$ cat src/rtl/msg_streamer_pkg.sv
// msg_streamer_pkg: shared types, default sizes and the message ROM.
// The optional BLANK state exists only when MSG_STREAMER_BLANK_EN is defined.
package msg_streamer_pkg;

    localparam int DATA_W_DEF  = 8;
    localparam int MSG_LEN_DEF = 16;
    localparam int NUM_MSG_DEF = 4;
    localparam int DIV_W_DEF   = 16;

    typedef enum logic [2:0] {
        ST_IDLE,
        ST_LOAD,
        ST_SHOW,
        ST_NEXT,
`ifdef MSG_STREAMER_BLANK_EN
        ST_FIN,
        ST_BLANK
`else
        ST_FIN
`endif
    } state_t;

    // Message table. A message ends at its first 0x00 or at its last slot.
    // Message 2 fills every slot so the length limit is the terminator.
    function automatic logic [DATA_W_DEF-1:0] rom_char(input int unsigned sel,
                                                       input int unsigned idx);
        logic [8*MSG_LEN_DEF-1:0] row;
        case (sel)
            0:       row = {"T", {(MSG_LEN_DEF-1){8'h00}}};
            1:       row = {"TEC", {(MSG_LEN_DEF-3){8'h00}}};
            2:       row = "ABCDEFGHIJKLMNOP";
            default: row = '0;
        endcase
        if (idx >= MSG_LEN_DEF) begin
            return '0;
        end
        // Character 0 sits in the top byte; shift the wanted one up there.
        row = row << (8 * idx);
        return row[8*MSG_LEN_DEF-1 -: 8];
    endfunction

endpackage

$ cat src/rtl/msg_dwell_cnt.sv
// msg_dwell_cnt: saturating dwell counter. Counts up to the live rate value
// and reports when the current character has been shown long enough.
module msg_dwell_cnt
    import msg_streamer_pkg::*;
#(
    parameter int DIV_W = DIV_W_DEF
) (
    input  logic             clk,
    input  logic             rst,
    input  logic             clear,
    input  logic             en,
    input  logic [DIV_W-1:0] rate,
    output logic             at_rate
);

    logic [DIV_W-1:0] cnt_q;
    logic [DIV_W-1:0] cnt_d;

    // Next count: clear wins, otherwise count up and stop at rate.
    always_comb begin
        cnt_d = cnt_q;
        if (clear) begin
            cnt_d = '0;
        end else if (en && (cnt_q < rate)) begin
            cnt_d = cnt_q + 1'b1;
        end
    end

    // Counter register.
    always_ff @(posedge clk) begin
        if (rst) begin
            cnt_q <= '0;
        end else begin
            cnt_q <= cnt_d;
        end
    end

    // A count above a freshly lowered rate counts as reached.
    assign at_rate = (cnt_q >= rate);

endmodule

$ cat src/rtl/msg_streamer.sv
// msg_streamer: streams one ROM message a character at a time with a
// programmable dwell and a valid/ready handshake. All outputs are registered.
// Build option MSG_STREAMER_BLANK_EN inserts a blank (0x00) character between
// message characters so repeated characters stay distinguishable.
module msg_streamer
    import msg_streamer_pkg::*;
#(
    parameter int DATA_W  = DATA_W_DEF,
    parameter int MSG_LEN = MSG_LEN_DEF,
    parameter int NUM_MSG = NUM_MSG_DEF,
    parameter int DIV_W   = DIV_W_DEF
) (
    input  logic                       clk,
    input  logic                       rst,
    input  logic                       en,
    input  logic                       start,
    input  logic [$clog2(NUM_MSG)-1:0] msg_sel,
    input  logic                       loop_mode,
    input  logic [DIV_W-1:0]           rate,
    input  logic                       ready,
    output logic [DATA_W-1:0]          data_out,
    output logic                       valid,
    output logic                       busy,
    output logic                       done,
    output logic [$clog2(MSG_LEN)-1:0] index
);

    localparam int IDX_W = $clog2(MSG_LEN);
    localparam int SEL_W = $clog2(NUM_MSG);

    state_t             state_q, state_d;
    logic [SEL_W-1:0]   sel_q, sel_d;
    logic               loop_q, loop_d;
    logic [IDX_W-1:0]   index_q, index_d;
    logic [DATA_W-1:0]  data_q, data_d;
    logic               valid_q, valid_d;
    logic               busy_q, busy_d;
    logic               done_q, done_d;

    logic [IDX_W:0]     idx_inc;
    logic [DATA_W-1:0]  cur_char;
    logic               msg_more;
    logic               at_rate;
    logic               xfer;
    logic               cnt_clear;
    logic               cnt_inc;

    // ROM lookups for the current slot and the end-of-message test.
    always_comb begin
        idx_inc  = {1'b0, index_q} + 1'b1;
        cur_char = DATA_W'(rom_char(32'(sel_q), 32'(index_q)));
        msg_more = (32'(idx_inc) < MSG_LEN) &&
                   (rom_char(32'(sel_q), 32'(idx_inc)) != '0);
    end

    assign xfer = valid_q && ready && at_rate;

    // The counter restarts on entry to each shown character and only runs
    // while a character (or blank) is on display.
`ifdef MSG_STREAMER_BLANK_EN
    assign cnt_clear = en && ((state_q == ST_LOAD) || (state_q == ST_NEXT));
    assign cnt_inc   = en && ((state_q == ST_SHOW) || (state_q == ST_BLANK));
`else
    assign cnt_clear = en && ((state_q == ST_LOAD) || (state_q == ST_NEXT));
    assign cnt_inc   = en && (state_q == ST_SHOW);
`endif

    msg_dwell_cnt #(.DIV_W(DIV_W)) u_dwell (
        .clk     (clk),
        .rst     (rst),
        .clear   (cnt_clear),
        .en      (cnt_inc),
        .rate    (rate),
        .at_rate (at_rate)
    );

    // Sequencer next-state and output decode; en low freezes everything.
    always_comb begin
        state_d = state_q;
        sel_d   = sel_q;
        loop_d  = loop_q;
        index_d = index_q;
        data_d  = data_q;
        valid_d = valid_q;
        if (en) begin
            case (state_q)
                ST_IDLE: begin
                    if (start) begin
                        sel_d   = msg_sel;
                        loop_d  = loop_mode;
                        index_d = '0;
                        state_d = ST_LOAD;
                    end
                end
                ST_LOAD: begin
                    data_d = cur_char;
                    if ((cur_char == '0) && (index_q == '0)) begin
                        valid_d = 1'b0;
                        state_d = ST_FIN;
                    end else begin
                        valid_d = 1'b1;
                        state_d = ST_SHOW;
                    end
                end
                ST_SHOW: begin
                    if (xfer) begin
                        valid_d = 1'b0;
                        state_d = ST_NEXT;
                    end
                end
`ifdef MSG_STREAMER_BLANK_EN
                ST_NEXT: begin
                    if (msg_more || loop_q) begin
                        data_d  = '0;
                        valid_d = 1'b1;
                        state_d = ST_BLANK;
                    end else begin
                        state_d = ST_FIN;
                    end
                end
                ST_BLANK: begin
                    if (xfer) begin
                        valid_d = 1'b0;
                        index_d = msg_more ? idx_inc[IDX_W-1:0] : '0;
                        state_d = ST_LOAD;
                    end
                end
`else
                ST_NEXT: begin
                    if (msg_more) begin
                        index_d = idx_inc[IDX_W-1:0];
                        state_d = ST_LOAD;
                    end else if (loop_q) begin
                        index_d = '0;
                        state_d = ST_LOAD;
                    end else begin
                        state_d = ST_FIN;
                    end
                end
`endif
                ST_FIN: begin
                    // Leave only once done has really been seen high; a pulse
                    // suppressed by en is re-issued on the next enabled cycle.
                    if (done_q) begin
                        state_d = ST_IDLE;
                    end
                end
                default: state_d = ST_IDLE;
            endcase
        end
        busy_d = (state_d != ST_IDLE);
        done_d = en && (state_d == ST_FIN);
    end

    // State and output registers.
    always_ff @(posedge clk) begin
        if (rst) begin
            state_q <= ST_IDLE;
            sel_q   <= '0;
            loop_q  <= 1'b0;
            index_q <= '0;
            data_q  <= '0;
            valid_q <= 1'b0;
            busy_q  <= 1'b0;
            done_q  <= 1'b0;
        end else begin
            state_q <= state_d;
            sel_q   <= sel_d;
            loop_q  <= loop_d;
            index_q <= index_d;
            data_q  <= data_d;
            valid_q <= valid_d;
            busy_q  <= busy_d;
            done_q  <= done_d;
        end
    end

    assign data_out = data_q;
    assign valid    = valid_q;
    assign busy     = busy_q;
    assign done     = done_q;
    assign index    = index_q;

endmodule

$ cat config.mk
export PLATFORM = sky130hd
export DESIGN_NAME = msg_streamer
export DESIGN_NICKNAME = d
export VERILOG_FILES = /design/src/rtl/msg_streamer_pkg.sv /design/src/rtl/msg_dwell_cnt.sv /design/src/rtl/msg_streamer.sv
export SDC_FILE = /design/constraint.sdc
export NUM_CORES = 1
export LEC_CHECK = 0
export BUFFER_PORTS_ARGS = -buffer_cell sky130_fd_sc_hd__buf_4
export CAP_MARGIN = 40
export CORE_MARGIN = 4
export CORE_UTILIZATION = 45
export CTS_BUF_LIST = sky130_fd_sc_hd__clkbuf_16
export CTS_CLUSTER_DIAMETER = 100
export DETAILED_ROUTE_END_ITERATION = 16
export PLACE_DENSITY = 0.68
export SLEW_MARGIN = 20
export SYNTH_ARGS = -nofsm -noshare
export SYNTH_HDL_FRONTEND = slang
export SYNTH_HIERARCHICAL = 1
export SYNTH_SLANG_ARGS = --single-unit
$ cat constraint.sdc
create_clock -name clk -period 2.4 [get_ports clk]
set_input_delay 0.48 -clock clk [delete_from_list [all_inputs] [get_ports clk]]
set_output_delay 0.48 -clock clk [all_outputs]
set_load 0.05 [all_outputs]
-- Yosys cells after proc, flatten, opt, wreduce, memory -nomap -nowiden
Index checks and enable logic that the tools add are counted.
- register bits after elaboration: 37
- input port bits: 24
- output and inout bits: 15
- order comparisons: 4
- shifts and indexed selects: 2
- equal/unequal tests: 10
- reductions and logical operators: 22
- multiplexer cells: 19
- add/subtract/negate cells: 2
- operators by type and width (kind ; number):
    case mux 127 bit (3 select lines) ; 1
    << shifter 128 x 7 -> 128 bit ; 1
    << shifter 128 x 8 -> 128 bit ; 1
    2-to-1 mux 3 bit ; 7
    adder 16 x 1 -> 16 bit (second input constant) ; 1
    greater-or-equal comparator 16 bit ; 1
    < comparator 16 bit ; 1
    2-to-1 mux 8 bit ; 2
    case mux 3 bit (5 select lines) ; 1
    2-to-1 mux 4 bit ; 3
    logical AND 1 bit ; 8
    logical NOT 8 bit ; 1
    case mux 4 bit (2 select lines) ; 1
    nonzero test 8 bit ; 1
    equality test 3 x 2 -> 1 bit (second input constant) ; 2
    equality test 3 bit (second input constant) ; 2
    AND reduction 3 bit ; 2
    adder 4 x 1 -> 5 bit (second input constant) ; 1
    greater-or-equal comparator 5 bit (second input constant) ; 1
    < comparator 5 bit (second input constant) ; 1
    logical NOT 4 bit ; 1
    != test 2 bit (second input constant) ; 2
    AND reduction 4 bit ; 1
    nonzero test 2 bit ; 2
    other kinds (12) ; 14

-- Logic depth before layout (Yosys ltp)
Gate-level depths: netlist of run 1.
- word-level depth: 11
- depth in mapped cells: 13
- mapped depth without buffers: 13

-- Cells and area by module
Netlist of run 1, hierarchy kept.
- modules (own cells, without submodules) (module ; instances ; area an instance (um^2) ; seq. area each (um^2) ; cells each):
    msg_streamer ; 1 ; 1564.0 ; 380.4 ; 200
    msg_dwell_cnt ; 1 ; 1234.9 ; 320.3 ; 156

-- Worst setup path after synthesis of run 1
No wires, ideal clock.
- kind: reg-to-reg
- start point: register index_q[1] (netlist: index[1])
- end point: register busy_q (netlist: busy)
- arrival time: 2900 ps
- path slack: -627 ps
- path buffers: 2
- stages on the path, launching flop included: 12
- data required time: 2273 ps
- cell sequence: dfxtp_1 buf_2 buf_2 inv_1 ha_1 nor2b_1 o211ai_1 a21oi_1 o32ai_2 and2_4 o311ai_4 or3_1
- longest elaborated chain between the ends: 10
- ends and longest elaborated chain (what ; line ; source):
    start, declared ; msg_streamer.sv:34 ; logic [IDX_W-1:0] index_q, index_d;
    start signal, assigned ; msg_streamer.sv:170 ; index_q <= index_d;
    parallel branches: the longest is 7 deep, another holds adder 4 x 1 -> 5 bit ; -- ;
    case mux 3 bit (5 select lines) (*) ; msg_streamer.sv:86 ; case (state_q)
    2-to-1 mux 3 bit (*) ; msg_streamer.sv:85 ; if (en) begin
    nonzero test 3 bit (*) ; msg_streamer.sv:151 ; busy_d = (state_d != ST_IDLE);
    end signal, assigned ; msg_streamer.sv:173 ; busy_q <= busy_d;
    end, declared ; msg_streamer.sv:37 ; logic busy_q, busy_d;
Mark *: on every way between the ends.
A chain may end at the register's enable or synchronous reset.

-- Worst setup path after layout of run 1
- start point: input rate[11]
- end point: register busy_q (netlist: busy)
- longest elaborated chain between the ends: 6
- ends and longest elaborated chain (what ; line ; source):
    start, declared ; msg_streamer.sv:19 ; input logic [DIV_W-1:0] rate,
    greater-or-equal comparator 16 bit ; msg_dwell_cnt.sv:39 ; assign at_rate = (cnt_q >= rate);
    named net at_rate ; msg_streamer.sv:43 ; logic at_rate;
    logical AND 1 bit ; msg_streamer.sv:56 ; assign xfer = valid_q && ready && at_rate;
    2-to-1 mux 3 bit ; msg_streamer.sv:106 ; if (xfer) begin
    case mux 3 bit (5 select lines) ; msg_streamer.sv:86 ;
    2-to-1 mux 3 bit ; msg_streamer.sv:85 ;
    nonzero test 3 bit ; msg_streamer.sv:151 ;
The timed path passes the listed nets, and every way through them passes these cells.

==> qor.csv, run 1 <==
metric,value,unit
Max-slew headroom,56.6,%
critical path depth,15,
height of the chip,86.9,um
P_leak,1.63,nW
Worst Hold Class,reg -> reg,
synth warn,6,
synth top area cells,"dfxtp_1, ha_1, a21oi_1",
Clock Tree Root,clkbuf_16,
Clock Latency Late Sink,280,ps
Die X,86.9,um
first-pass GRT wire length,12.0,mm
Via Count,2859,
register area,719,um2
area post-placement,3490,um2
Syn Area/Cell,7.86,um2
via/cell ratio,5.55,
fillers,504,
Synth cell types,68,
fmax,414,MHz
status,"complete, but fails checks",
critical path peak fanout,3,
Final nets,486,
"delay-heaviest family, CP",simple AND/OR/NAND/NOR gates,
std cell rows,28,
Post-Route WL,7.43,mm
Setup TNS,-17.8,ps
failing checks,negative setup slack,
ys async rst share,0,%
first drt pass iteration count,4,
hold depth,2,
largest net degree at the start of global routing,21,
total CTS buffers,5,
required time worst endpoint,2550,ps
Netlist Area Pre-Place,2800,um2
starting density of the core,46.7,%
top cell type's share of synthesized area,25.0,%
Synth Register Bits,35,
max-cap viol count,0,
Gate Count Post-Synth,356,
clk sink count,35,
GRT Util Overall,19.4,%
RSZ-0062 raised after global routing,yes,
CP Buf/Inv Count,3,
number of port buffers,36,
power per cell area,390,nW/um2
routability cong.,0.898,
"commonest cells after routing, fill and taps aside","buf_4, nand2_1, a21oi_1, dfxtp_1, inv_1",
Die ar.,7550,um2
Crit Path Category,in -> reg,
grt ovf,0,
ys flop type,dfxtp_1,
H-tree levels,2,
Antenna Violating Nets Remaining,0,
initial antenna violation count,0,
CTS max path bufs,2,
VDD IR-drop max,267,uV
CP max stage delay,340,ps
final setup fails,1,
share of cells above drive strength 1,37.0,%
vias in the first global route,2718,
Slew Limit Fails,0,
clk_skew,2.98,ps
reg2reg path depth,13,
crit path launch type,primary input,
dpl hpwl,5.41,mm
Top Ports,39,
"most common cell after layout, fill and taps aside",buf_4,
crit path capture type,flip-flop,
Routed WL per cell,14.4,um
Core Region,5990,um2
CTS tree,done,
DRC violations left,0,
Post-synth EDFFs,0,
Crit-path slowest cell,or3_1,
post-route setup slack,-17.8,ps
CP cell instances,buf_4 > inv_1 > ha_1 > nand2_2 > nor3_2 > nor3_4 > and4_4 > nand2_2 > nand4b_1 > nor3_2 > a21oi_2 > buf_4 > o31a_1 > nor2_2 > or3_1,
Final Cycle Share,101,%
DRT iter0 DRCs,131,
Synth area leader,dfxtp_1,
WP data arrival,2570,ps
hold_buf cts,0,
"Reg clk slew, reported paths",50,ps
Worst-Margin Slew,650,ps
Fin. Hold Viols,0,
sequential area share after synthesis,25.0,%
area of the multi-input gates,2100,um2
# diodes,0,
Tmin final,2420,ps
Area Growth Syn to Fin,38.9,%
Finished Cell Area,3890,um2
==> worst register-to-register path: stages, from the launching register on <==
cell and delay [ps]:
dfxtp_1 310, ha_1 300, nand2_2 140, nor3_2 80, nor3_4 190, and4_4 250, nand2_2 50, nand4b_1 120
nor3_2 70, a21oi_2 130, buf_4 120, o31a_1 150, nor2_2 50, or3_1 340
==> metrics by stage <==
step | cells | setup slack (ps) | hold WS (ps) | utilization (%) | total power, mW
global placement | 501 | -284 | 446 | 58.3 | 0.885
global route | 515 | -166 | 464 | 64.9 | 1.58
CTS | 511 | 0.770 | 459 | 61.7 | 1.51
floorplan | 357 | -88.8 | 469 | - | 0.784
finish | 515 | -17.8 | 457 | 64.9 | 1.52
detailed placement | 501 | -365 | 452 | 58.3 | 0.890
==> Yosys cell counts (2+ instances only) <==
cell type / count
dfxtp_1: 35
nand2_1: 32
a21oi_1: 31
inv_1: 27
ha_1: 23
nor2_1: 21
o21ai_0: 16
nand3_1: 12
nor2b_1: 12
o31ai_1: 11
or4_1: 10
clkbuf_1: 9
nor3_1: 9
nand4_1: 8
or3_1: 8
a21o_1: 5
nand2b_1: 5
a31oi_1: 4
buf_2: 4
buf_4: 4
buf_6: 4
nor4_1: 4
or2_2: 4
a211oi_1: 3
and2_1: 3
o211ai_1: 3
a41oi_1: 2
and3_1: 2
mux2i_1: 2
nand3b_1: 2
o211a_1: 2
o21a_1: 2
o31a_1: 2
==> final timing paths <==
| path | startpoint | endpoint | slack (ps) |
|---|---|---|---|
| hold reg to reg | data_out[3] | data_out[3] | 460 |
| hold / removal | data_out[3] | data_out[3] | 460 |
| setup reg to reg | u_dwell/cnt_q[11] | busy | -10 |
| setup / recovery | rate[11] | busy | -20 |
==> routing by layer <==
metal  share of wire [%]  vias up  GRT usage [%]  routed length, um
li1                    -     1472              -                  -
met1                  45     1309           24.6               3370
met2                  49       70           34.2               3650
met3                 4.4        8           3.31                329
met4                 1.0        0           4.67                 78
met5                   0        -              0                  0
==> state kept, by name, summed over array words and instances, names as in the netlist <==
signal	count
u_dwell/cnt_q	16
sel_q	2
busy	1
index	4
data_out	6
loop_q	1
valid	1
state_q	3
done	1
==> power by group <==
group / switching [mW] / internal [mW]
Combinational: 0.165 / 0.147
Clock: 0.225 / 0.374
Sequential: 0.0133 / 0.592
==> kinds of logic (layout without fill, tap and decap cells) <==
family,count (synthesis),in the layout,synth area share (%)
compound gates,99,99,25.1
mux,3,3,1.12
other cells,1,2,0.134
flops,35,35,25.0
fa+ha+maj,23,23,10.3
buf+inv,50,133,8.76
simple gates,145,145,29.6
==> area by class of cell <==
type,instances,area share (%)
multi-input combinational,272,53.9
timing repair buffer,97,18.8
sequential,35,18.5
clock buffer,5,3.22
inverter,28,2.77
tap,75,2.41
clock inverter,3,0.322
==> repair_timing <==
item	4_1_cts	5_1_grt
setup buffers	2	4
gates resized for setup	8	30
setup endpoints to repair	3	7
pin swaps	4	15
(Power assumes the default switching activity.)
==> run 2, diff against run 1 <==
CELL_PAD_IN_SITES_DETAIL_PLACEMENT = 0   (was unset)
CELL_PAD_IN_SITES_GLOBAL_PLACEMENT = 2   (was unset)
CORE_ASPECT_RATIO = 0.7   (was unset)
CORE_UTILIZATION = 31   (was 45)
PLACE_DENSITY = unset   (was 0.68)
PLACE_DENSITY_LB_ADDON = 0.1   (was unset)
==> qor.csv, run 2 (synthesis results as in run 1) <==
metric,value,unit,change
Die X,122,um,+40%
hold_buf cts,0,,unchanged
CP Buf/Inv Count,1,,-2
number of port buffers,36,,unchanged
clk sink count,35,,unchanged
GRT Util Overall,16.3,%,-3.2 points
H-tree levels,2,,unchanged
DRT iter0 DRCs,161,,+23%
Antenna Violating Nets Remaining,0,,unchanged
critical path peak fanout,4,,+1
RSZ-0062 raised after global routing,yes,,
Area Growth Syn to Fin,42.2,%,
vias in the first global route,2697,,-0.77%
Clock Latency Late Sink,290,ps,about the same
"commonest cells after routing, fill and taps aside","buf_4, nand2_1, a21oi_1, dfxtp_1, inv_1",,
WHS,446,ps,-10.8 ps
crit path capture type,flip-flop,,
reg2reg path depth,9,,-4
final setup fails,0,,-1
"Reg clk slew, reported paths",60,ps,about the same
dpl hpwl,6.46,mm,+19%
hold depth,3,,+1
max-cap viol count,0,,unchanged
status,"complete, no violations",,
Die ar.,10600,um2,+41%
Routed WL per cell,15.2,um,+5.6%
CTS tree,done,,
clk_skew,5.35,ps,+2.37 ps
CP cell instances,buf_4 > ha_1 > nor2b_1 > nor3_2 > o31ai_2 > o32ai_2 > and2_4 > o311ai_4 > or3_1,,
DP Worst Slack,-343,ps,+21.6 ps
Slew Limit Fails,0,,unchanged
Final Instance Count excl. Fillers,564,,+9.5%
WP data arrival,2560,ps,about the same
r2r endpoint,busy,,
via/cell ratio,5.12,,-7.9%
Crit Path Category,reg -> reg,,
post-route setup slack,7.80,ps,+25.6 ps
critical path depth,9,,-6
Final Cycle Share,99.7,%,-1.1 points
fin util,46.2,%,-19 points
fillers,899,,+78%
Final nets,490,,+0.82%
Largest Register,u_dwell/cnt_q,,
starting density of the core,32.5,%,-14 points
first-pass GRT wire length,13.7,mm,+14%
Setup TNS,0,ps,+17.8 ps
P_leak,1.66,nW,+1.4%
grt ovf,0,,unchanged
Post-Route WL,8.59,mm,+16%
Top Ports,39,,unchanged
Worst Hold Launch,msg_sel[1],,
share of cells above drive strength 1,36.9,%,-0.11 points
routability cong.,0.823,,-8.4%
# diodes,0,,unchanged
"delay-heaviest family, CP",simple AND/OR/NAND/NOR gates,,
first drt pass iteration count,4,,unchanged
Worst Hold Class,in -> reg,,
crit path launch type,flip-flop,,
height of the chip,87.5,um,+0.73%
required time worst endpoint,2570,ps,+20 ps
worst flop-to-flop path startpoint,sel_q[0],,
total power,1.56,mW,+3.0%
Worst Hold End,sel_q[1],,
fmax,418,MHz,+1.1%
Via Count,2885,,+0.91%
area post-placement,3590,um2,+2.8%
total CTS buffers,5,,unchanged
R2R Setup Slk,8,ps,+20 ps
power per cell area,392,nW/um2,+0.53%
dpl cells,550,,+9.8%
VDD IR-drop max,286,uV,+7.3%
initial antenna violation count,0,,unchanged
Finished Cell Area,3980,um2,+2.4%
Fin. Hold Viols,0,,unchanged
max FFs per register,16,,unchanged
Crit-path slowest cell,o32ai_2,,
CP max stage delay,410,ps,+70 ps
Core Region,8620,um2,+44%
largest net degree at the start of global routing,20,,-4.8%
"most common cell after layout, fill and taps aside",buf_4,,
Clock Tree Root,clkbuf_16,,
Tmin final,2390,ps,-25.6 ps
DRC violations left,0,,unchanged
CTS max path bufs,2,,unchanged
std cell rows,28,,unchanged
run 2: worst register-to-register path, cell delays in order, from the launching register on:
cell      delay (ps)
dfxtp_1          320
buf_4            140
ha_1             230
nor2b_1          170
nor3_2           180
o31ai_2          100
o32ai_2          410
and2_4           240
o311ai_4         100
or3_1            380
run 2: worst max path at each step:
stage                           startpoint  endpoint  slack (ps)
after floorplan                   index[1]      busy         -90
after global placement            rate[13]      busy        -260
after detailed placement          rate[12]      busy        -340
after CTS                 u_dwell/cnt_q[7]      busy          10
after global routing      u_dwell/cnt_q[9]      busy         -80
final                             sel_q[0]      busy           8
run 2: repair_timing:
item,CTS,global route
setup endpoints to repair,5,11
cloned,0,1
buffers inserted,2,3
pin swaps,5,14
gates resized for setup,8,26
run 2: report_power, final:
group	leakage, nW	switching [mW]	internal [mW]
Clock	0.0762	0.270	0.376
Combinational	1.29	0.168	0.144
Sequential	0.287	0.0111	0.592
run 2: cell type report:
| cell class | count | area, um2 | share of cell area [%] |
|---|---|---|---|
| Multi-Input combinational cell | 273 | 2110 | 52.9 |
| Timing Repair Buffer | 100 | 763 | 19.2 |
| Clock inverter | 3 | 12.5 | 0.314 |
| Tap cell | 120 | 150 | 3.77 |
| Inverter | 28 | 108 | 2.70 |
| Clock buffer | 5 | 125 | 3.14 |
| Sequential cell | 35 | 716 | 18.0 |
run 2: per-layer routing:
metal / vias up / share of wire [%] / track usage, %
li1: 1489 / - / -
met1: 1329 / 57 / 26.6
met2: 63 / 37 / 21.2
met3: 4 / 5.1 / 3.51
met4: 0 / 0.73 / 3.05
met5: - / 0 / 0
